--- config.mk ---
export PLATFORM = sky130hd
export DESIGN_NAME = sync_filter_bank_flat
export DESIGN_NICKNAME = d
export VERILOG_FILES = /design/src/rtl/sync_filter_bank_if.sv /design/src/rtl/sync_filter_bank.sv /design/src/flat_wrapper.sv
export SDC_FILE = /design/constraint.sdc
export NUM_CORES = 1
export LEC_CHECK = 0
export ABC_AREA = 1
export BUFFER_PORTS_ARGS = -buffer_cell sky130_fd_sc_hd__buf_2
export CAP_MARGIN = 30
export CORE_UTILIZATION = 31
export DETAILED_ROUTE_END_ITERATION = 10
export SYNTH_ARGS = -nofsm -noshare
export SYNTH_HDL_FRONTEND = slang
export SYNTH_SLANG_ARGS = --single-unit
--- constraint.sdc ---
create_clock -name CLK -period 2 [get_ports CLK]
set_clock_uncertainty 0.05 [all_clocks]
set_input_delay 0.5 -clock CLK [delete_from_list [all_inputs] [get_ports CLK]]
set_output_delay 0.5 -clock CLK [all_outputs]
set_load 0.01 [all_outputs]
--- src/rtl/sync_filter_bank_if.sv ---
// rtl/sync_filter_bank_if.sv - signal bundle between the pin-side synchronizer bank and its user
// Purpose: groups the per-channel async inputs, controls and filtered outputs.
// Signals:
//   async_in  [CHANNELS]  raw asynchronous pin levels
//   filter_en            1 = glitch filter active, 0 = bypass
//   evt_clr   [CHANNELS]  per-channel clear of evt_pend/evt_ovf
//   filt_out  [CHANNELS]  synchronized, filtered level
//   rise/fall [CHANNELS]  one-cycle edge pulses on filt_out
//   evt_pend  [CHANNELS]  sticky transition flag
//   evt_ovf   [CHANNELS]  sticky transition-while-pending flag
// Modports: master drives inputs of the bank, slave is the bank itself.
interface sync_filter_bank_if #(
  parameter int CHANNELS = 4
);
  logic [CHANNELS-1:0] async_in;
  logic                filter_en;
  logic [CHANNELS-1:0] evt_clr;
  logic [CHANNELS-1:0] filt_out;
  logic [CHANNELS-1:0] rise;
  logic [CHANNELS-1:0] fall;
  logic [CHANNELS-1:0] evt_pend;
  logic [CHANNELS-1:0] evt_ovf;

  modport master (
    output async_in, filter_en, evt_clr,
    input  filt_out, rise, fall, evt_pend, evt_ovf
  );

  modport slave (
    input  async_in, filter_en, evt_clr,
    output filt_out, rise, fall, evt_pend, evt_ovf
  );
endinterface

--- src/rtl/sync_filter_bank.sv ---
// rtl/sync_filter_bank.sv - multi-channel pin synchronizer with glitch filter, edge pulses and sticky events
// Purpose: the only sampler of the asynchronous input pins; every output is registered.
// Ports:
//   CLK  sole clock, rising edge
//   RST  asynchronous active-high reset
//   bus  sync_filter_bank_if.slave (async_in, filter_en, evt_clr in; filt_out, rise, fall, evt_pend, evt_ovf out)
module sync_filter_bank #(
  parameter int   CHANNELS  = 4,
  parameter int   STAGES    = 2,
  parameter int   FILTER    = 4,
  parameter logic RESET_VAL = 1'b0
) (
  input  logic CLK,
  input  logic RST,
  sync_filter_bank_if.slave bus
);
  localparam int CW = $clog2(FILTER + 1);
  localparam logic [CW-1:0] CNT_LAST = CW'(FILTER - 1);

  // chain_q[ch][0] is the first capture flop, [STAGES-1] is the "sync" stage
  logic [STAGES-1:0]   chain_q [CHANNELS];
  logic [CW-1:0]       cnt_q   [CHANNELS];
  logic [CW-1:0]       cnt_d   [CHANNELS];
  logic [CHANNELS-1:0] filt_q, filt_d;
  logic [CHANNELS-1:0] rise_q, fall_q;
  logic [CHANNELS-1:0] pend_q, pend_d;
  logic [CHANNELS-1:0] ovf_q, ovf_d;
  logic [CHANNELS-1:0] sync_w;
  logic [CHANNELS-1:0] trans_w;
  logic                fe_q;

  always_comb begin
    for (int ch = 0; ch < CHANNELS; ch++) begin
      sync_w[ch] = chain_q[ch][STAGES-1];
    end
  end

  // Filter: the counter tracks how many consecutive edges sync has disagreed
  // with filt_out. The edge on which filter_en turns on only clears, so the
  // full FILTER-cycle qualification always restarts from zero.
  always_comb begin
    filt_d = filt_q;
    for (int ch = 0; ch < CHANNELS; ch++) begin
      cnt_d[ch] = '0;
      if (!bus.filter_en) begin
        filt_d[ch] = sync_w[ch];
      end else if (!fe_q) begin
        cnt_d[ch] = '0;
      end else if (sync_w[ch] != filt_q[ch]) begin
        if (cnt_q[ch] == CNT_LAST) begin
          filt_d[ch] = sync_w[ch];
        end else begin
          cnt_d[ch] = cnt_q[ch] + 1'b1;
        end
      end
    end
  end

  // A same-edge transition wins over evt_clr for pend; ovf is only set when
  // the channel was already pending and no clear is being applied.
  always_comb begin
    trans_w = filt_d ^ filt_q;
    pend_d  = trans_w | (pend_q & ~bus.evt_clr);
    ovf_d   = ~bus.evt_clr & (ovf_q | (trans_w & pend_q));
  end

  always_ff @(posedge CLK or posedge RST) begin
    if (RST) begin
      for (int ch = 0; ch < CHANNELS; ch++) begin
        chain_q[ch] <= {STAGES{RESET_VAL}};
        cnt_q[ch]   <= '0;
      end
      filt_q <= {CHANNELS{RESET_VAL}};
      rise_q <= '0;
      fall_q <= '0;
      pend_q <= '0;
      ovf_q  <= '0;
      fe_q   <= 1'b1;
    end else begin
      for (int ch = 0; ch < CHANNELS; ch++) begin
        chain_q[ch] <= {chain_q[ch][STAGES-2:0], bus.async_in[ch]};
        cnt_q[ch]   <= cnt_d[ch];
      end
      filt_q <= filt_d;
      rise_q <= filt_d & ~filt_q;
      fall_q <= ~filt_d & filt_q;
      pend_q <= pend_d;
      ovf_q  <= ovf_d;
      fe_q   <= bus.filter_en;
    end
  end

  assign bus.filt_out = filt_q;
  assign bus.rise     = rise_q;
  assign bus.fall     = fall_q;
  assign bus.evt_pend = pend_q;
  assign bus.evt_ovf  = ovf_q;
endmodule

--- src/flat_wrapper.sv ---
// flat-port wrapper written by rule: the top's interface ports become plain ports
module sync_filter_bank_flat 
#(
  parameter int   CHANNELS  = 4,
  parameter int   STAGES    = 2,
  parameter int   FILTER    = 4,
  parameter logic RESET_VAL = 1'b0
)
  (CLK, RST, bus_async_in, bus_filter_en, bus_evt_clr, bus_filt_out, bus_rise, bus_fall, bus_evt_pend, bus_evt_ovf);
  sync_filter_bank_if #(.CHANNELS(CHANNELS)) bus_i ();
  input  logic CLK;
  input  logic RST;
  input wire logic [$bits(bus_i.async_in)-1:0] bus_async_in;
  input wire logic [$bits(bus_i.filter_en)-1:0] bus_filter_en;
  input wire logic [$bits(bus_i.evt_clr)-1:0] bus_evt_clr;
  output wire logic [$bits(bus_i.filt_out)-1:0] bus_filt_out;
  output wire logic [$bits(bus_i.rise)-1:0] bus_rise;
  output wire logic [$bits(bus_i.fall)-1:0] bus_fall;
  output wire logic [$bits(bus_i.evt_pend)-1:0] bus_evt_pend;
  output wire logic [$bits(bus_i.evt_ovf)-1:0] bus_evt_ovf;
  assign bus_i.async_in = bus_async_in;
  assign bus_i.filter_en = bus_filter_en;
  assign bus_i.evt_clr = bus_evt_clr;
  assign bus_filt_out = bus_i.filt_out;
  assign bus_rise = bus_i.rise;
  assign bus_fall = bus_i.fall;
  assign bus_evt_pend = bus_i.evt_pend;
  assign bus_evt_ovf = bus_i.evt_ovf;
  sync_filter_bank #(.CHANNELS(CHANNELS), .STAGES(STAGES), .FILTER(FILTER), .RESET_VAL(RESET_VAL)) u_core (.CLK(CLK), .RST(RST), .bus(bus_i));
endmodule
==> metrics.csv <==
stage,metric,value,unit
run_status,outcome,"complete, no violations",
drt,DR vias/cell,3.98,
min_path,Hold Path Cell Cnt,1,
final_layout,"Core Util, Final",39.3,%
synth,Post-Synth Adder-Cell Area,9.09,%
power_and_ir_drop,Leak,1.07,nW
setup_path,worst endpoint required time,2.16,ns
sta,Final TNS setup,0,ns
setup_path,CP Cell Sequence,"nand3_1, nand2_1, nand2_1, nand2_2, inv_2, ha_1, o21ai_0",
clocking,# clock sinks,41,
synth,Post-Synth Simple-Gate Area,19.6,%
final_layout,fill count,513,
drt,WL/cell,9.27,um
die,core area,0.00511,mm2
grt,number of antenna violations at the first check in global routing,0,
grt,GRT Residual Overflow,0,
run,max cap viols,0,
clocking,cts repair resizes,0,
synth,commonest cells in the netlist,"dfrtp_1, nand2_1, inv_1, ha_1, nor2_1",
synth,syn avg cell area,10.7,um2
setup_path,critical path's largest stage delay,0.60,ns
grt,first-pass GRT wire length,4210,um
setup_path,R2R cell count,7,
place,post-DP HPWL,1670,um
synth,Synth Area in Compound Gates,2.12,%
power_and_ir_drop,Seq pwr share,50.9,%
power_and_ir_drop,combinational power share,11.9,%
setup_path,"Slowest-stage cell, CP",dfstp_2,
final_layout,Layout Nets,215,
synth,Synth area leader,dfrtp_1,
setup_path,Buf/Inv on CP,1,
clocking,clock transition at the registers of the reported paths,0.08,ns
final_layout,share of cells above drive strength 1,30.1,%
setup_path,CP Max Fanout,5,
setup_path,crit start category,flip-flop,
clocking,Max clock buf depth,2,
clocking,Num CTS Buffers,5,
setup_path,crit path kind,flip-flop to flip-flop,
die,initial cell density of the core,32.3,%
synth,Syn Nets,178,
synth,post-synthesis async set-or-reset flop share,100,%
die,die extent in y,75.0,um
drt,final WL,2440,um
synth,post-synthesis mux area share,0,%
synth,Seq cells post-synth,41,
synth,cell count after synthesis,155,
die,Die X,75.0,um
synth,"Seq/Total Area, Yosys",62.2,%
sta,relative slew slack,66.5,%
drt,Starting DRT DRC Count,35,
die,I/O pin count,31,
synth,post-synth top area share,60.6,%
synth,most frequent cell after synthesis,dfrtp_1,
drt,drt first pass iters,4,
power_and_ir_drop,VDD IR max,0.459,mV
place,routability cong.,0.687,
sta,fmax,0.648,GHz
drt,Via Count,1047,
die,die area,0.00562,mm2
sta,post-route minimum period,1.54,ns
setup_path,Crit. End Element,flip-flop,
drt,Final ANT Viol Nets,0,
power_and_ir_drop,Pwr Total,1.82,mW
clocking,H-tree Lvls,2,
power_and_ir_drop,Clk network pwr share,37.3,%
place,Setup Slack @ Placement,0.413,ns
sta,Tcrit/Tclk final,77.1,%
grt,vias in the first global route,958,
power_and_ir_drop,Int Power,1.39,mW
final_layout,# diodes,0,
sta,Setup Viol. Count Final,0,
drt,DRC errors left,0,
clocking,CTS Hold Bufs,0,
setup_path,CP arrival,1.70,ns
power_and_ir_drop,P_sw,436,uW
place,port buffer count,30,
setup_path,Crit. path cell count,7,
clocking,Root Buffer,clkbuf_8,
grt,largest net degree at the start of global routing,42,
clocking,CTS tree,built,
synth,Yosys warnings,0,
min_path,Hold WC Path Type,input port to flip-flop,
die,Row Count,26,
sta,worst slew pin tran,0.502,ns
synth,main combinational cell family by area after synthesis,simple AND/OR/NAND/NOR gates,
power_and_ir_drop,PwrDens,909,mW/mm2
final_layout,area grow syn2layout,21.4,%
setup_path,"Top cell by count, worst path",nand2_1,
grt,GRT Overall Usage,10.6,%
sta,Final WS setup,0.458,ns
clocking,post-CTS setup buffer count,0,
synth,largest cells by area after synthesis,"dfrtp_1, ha_1, nand2_1",
clocking,clk_lat worst skew,0.29,ns
synth,post-synthesis cell type count,18,
power_and_ir_drop,Switching Share,23.9,%
sta,RSZ-0062 raised after global routing,false,
synth,Post-Syn Area,0.00165,mm2
synth,Synth Area in XOR/XNOR,0,%
final_layout,footprint of the multi-input gates,509,um2
sta,Fin. Hold Viols,0,
synth,top_reg_cell synth,dfrtp_1,
setup_path,family with the most delay on the worst path,flip-flops,
final_layout,Reg area,0.00103,mm2
synth,Post-synth EDFFs,0,
sta,Slew Limit Fails,0,
final cells by class:
class	instances	share of cell area, %
flip-flops and latches	41	51.2
multi-input cells	85	25.4
clock buffers	7	4.30
inverters	28	5.36
repair buffers	31	7.86
well taps	70	4.37
clock inverters	1	1.50
power by group through the flow:
stage               Sequential [mW]  Combinational (mW)  Clock (mW)
floorplan                     0.971               0.107           0
global placement              0.945               0.220           0
detailed placement            0.946               0.221           0
CTS                           0.929               0.222       0.710
global route                  0.938               0.251       0.742
finish                        0.928               0.216       0.680
metal layers:
| metal | vias to the layer above | GRT usage, % | wire (um) |
|---|---|---|---|
| li1 | 543 | - | - |
| met1 | 475 | 12.9 | 1220 |
| met2 | 24 | 16.0 | 1030 |
| met3 | 5 | 4.42 | 129 |
| met4 | 0 | 5.66 | 61 |
| met5 | - | 0 | 0 |
flip-flops by register name (all words and copies together), names as in the netlist:
| signal | flops |
|---|---|
| u_core.cnt_q | 12 |
| u_core.chain_q | 8 |
| u_core.bus.evt_ovf | 4 |
| u_core.bus.evt_pend | 4 |
| u_core.bus.fall | 4 |
| u_core.bus.filt_out | 4 |
| u_core.bus.rise | 4 |
| u_core.fe_q | 1 |
final timing paths:
check,from,endpoint,slack [ns]
worst max-delay path,u_core.fe_q,u_core.bus.evt_ovf[1],0.46
worst min register to register,u_core.chain_q[0],u_core.chain_q[1],0.30
max in group asynchronous,RST,u_core.fe_q,1.27
worst max register to register,u_core.fe_q,u_core.bus.evt_ovf[1],0.46
worst min-delay path,bus_async_in[0],u_core.chain_q[6],0.26
min in group asynchronous,RST,u_core.bus.evt_ovf[0],0.27
cells in the final DEF (no fill, tap or decap):
cell,Yosys,routed
o21bai_1,2,2
nand2_1,36,36
inv_4,1,1
inv_1,23,23
buf_4,1,1
clkbuf_1,0,1
nand3_1,8,8
nand3_4,1,1
o21ai_0,4,4
clkbuf_8,0,6
or2_2,2,2
nand3_2,3,3
nor2_1,9,9
ha_1,12,12
nand2_4,1,1
nand2_2,4,4
buf_2,0,30
dfstp_2,1,1
nor2_2,3,3
dfrtp_1,40,40
bufinv_16,0,1
inv_2,4,4
through the flow:
step / cell area (um2) / cells / hold WS, ns
2_1_floorplan: 1650 / 155 / 0.281
3_5_place_dp: 1890 / 255 / 0.287
5_1_grt: 2010 / 263 / 0.239
4_1_cts: 2010 / 263 / 0.245
3_3_place_gp: 1890 / 255 / 0.284
6_report: 2010 / 263 / 0.261
cells by family after synthesis:
logic type,after synthesis
adder cells (fa/ha/maj),12
AND/OR/NAND/NOR,67
buffers and inverters,29
AO/OA/AOI/OAI,6
flip-flops,41
Note: power is estimated with default switching activity, not from simulation.
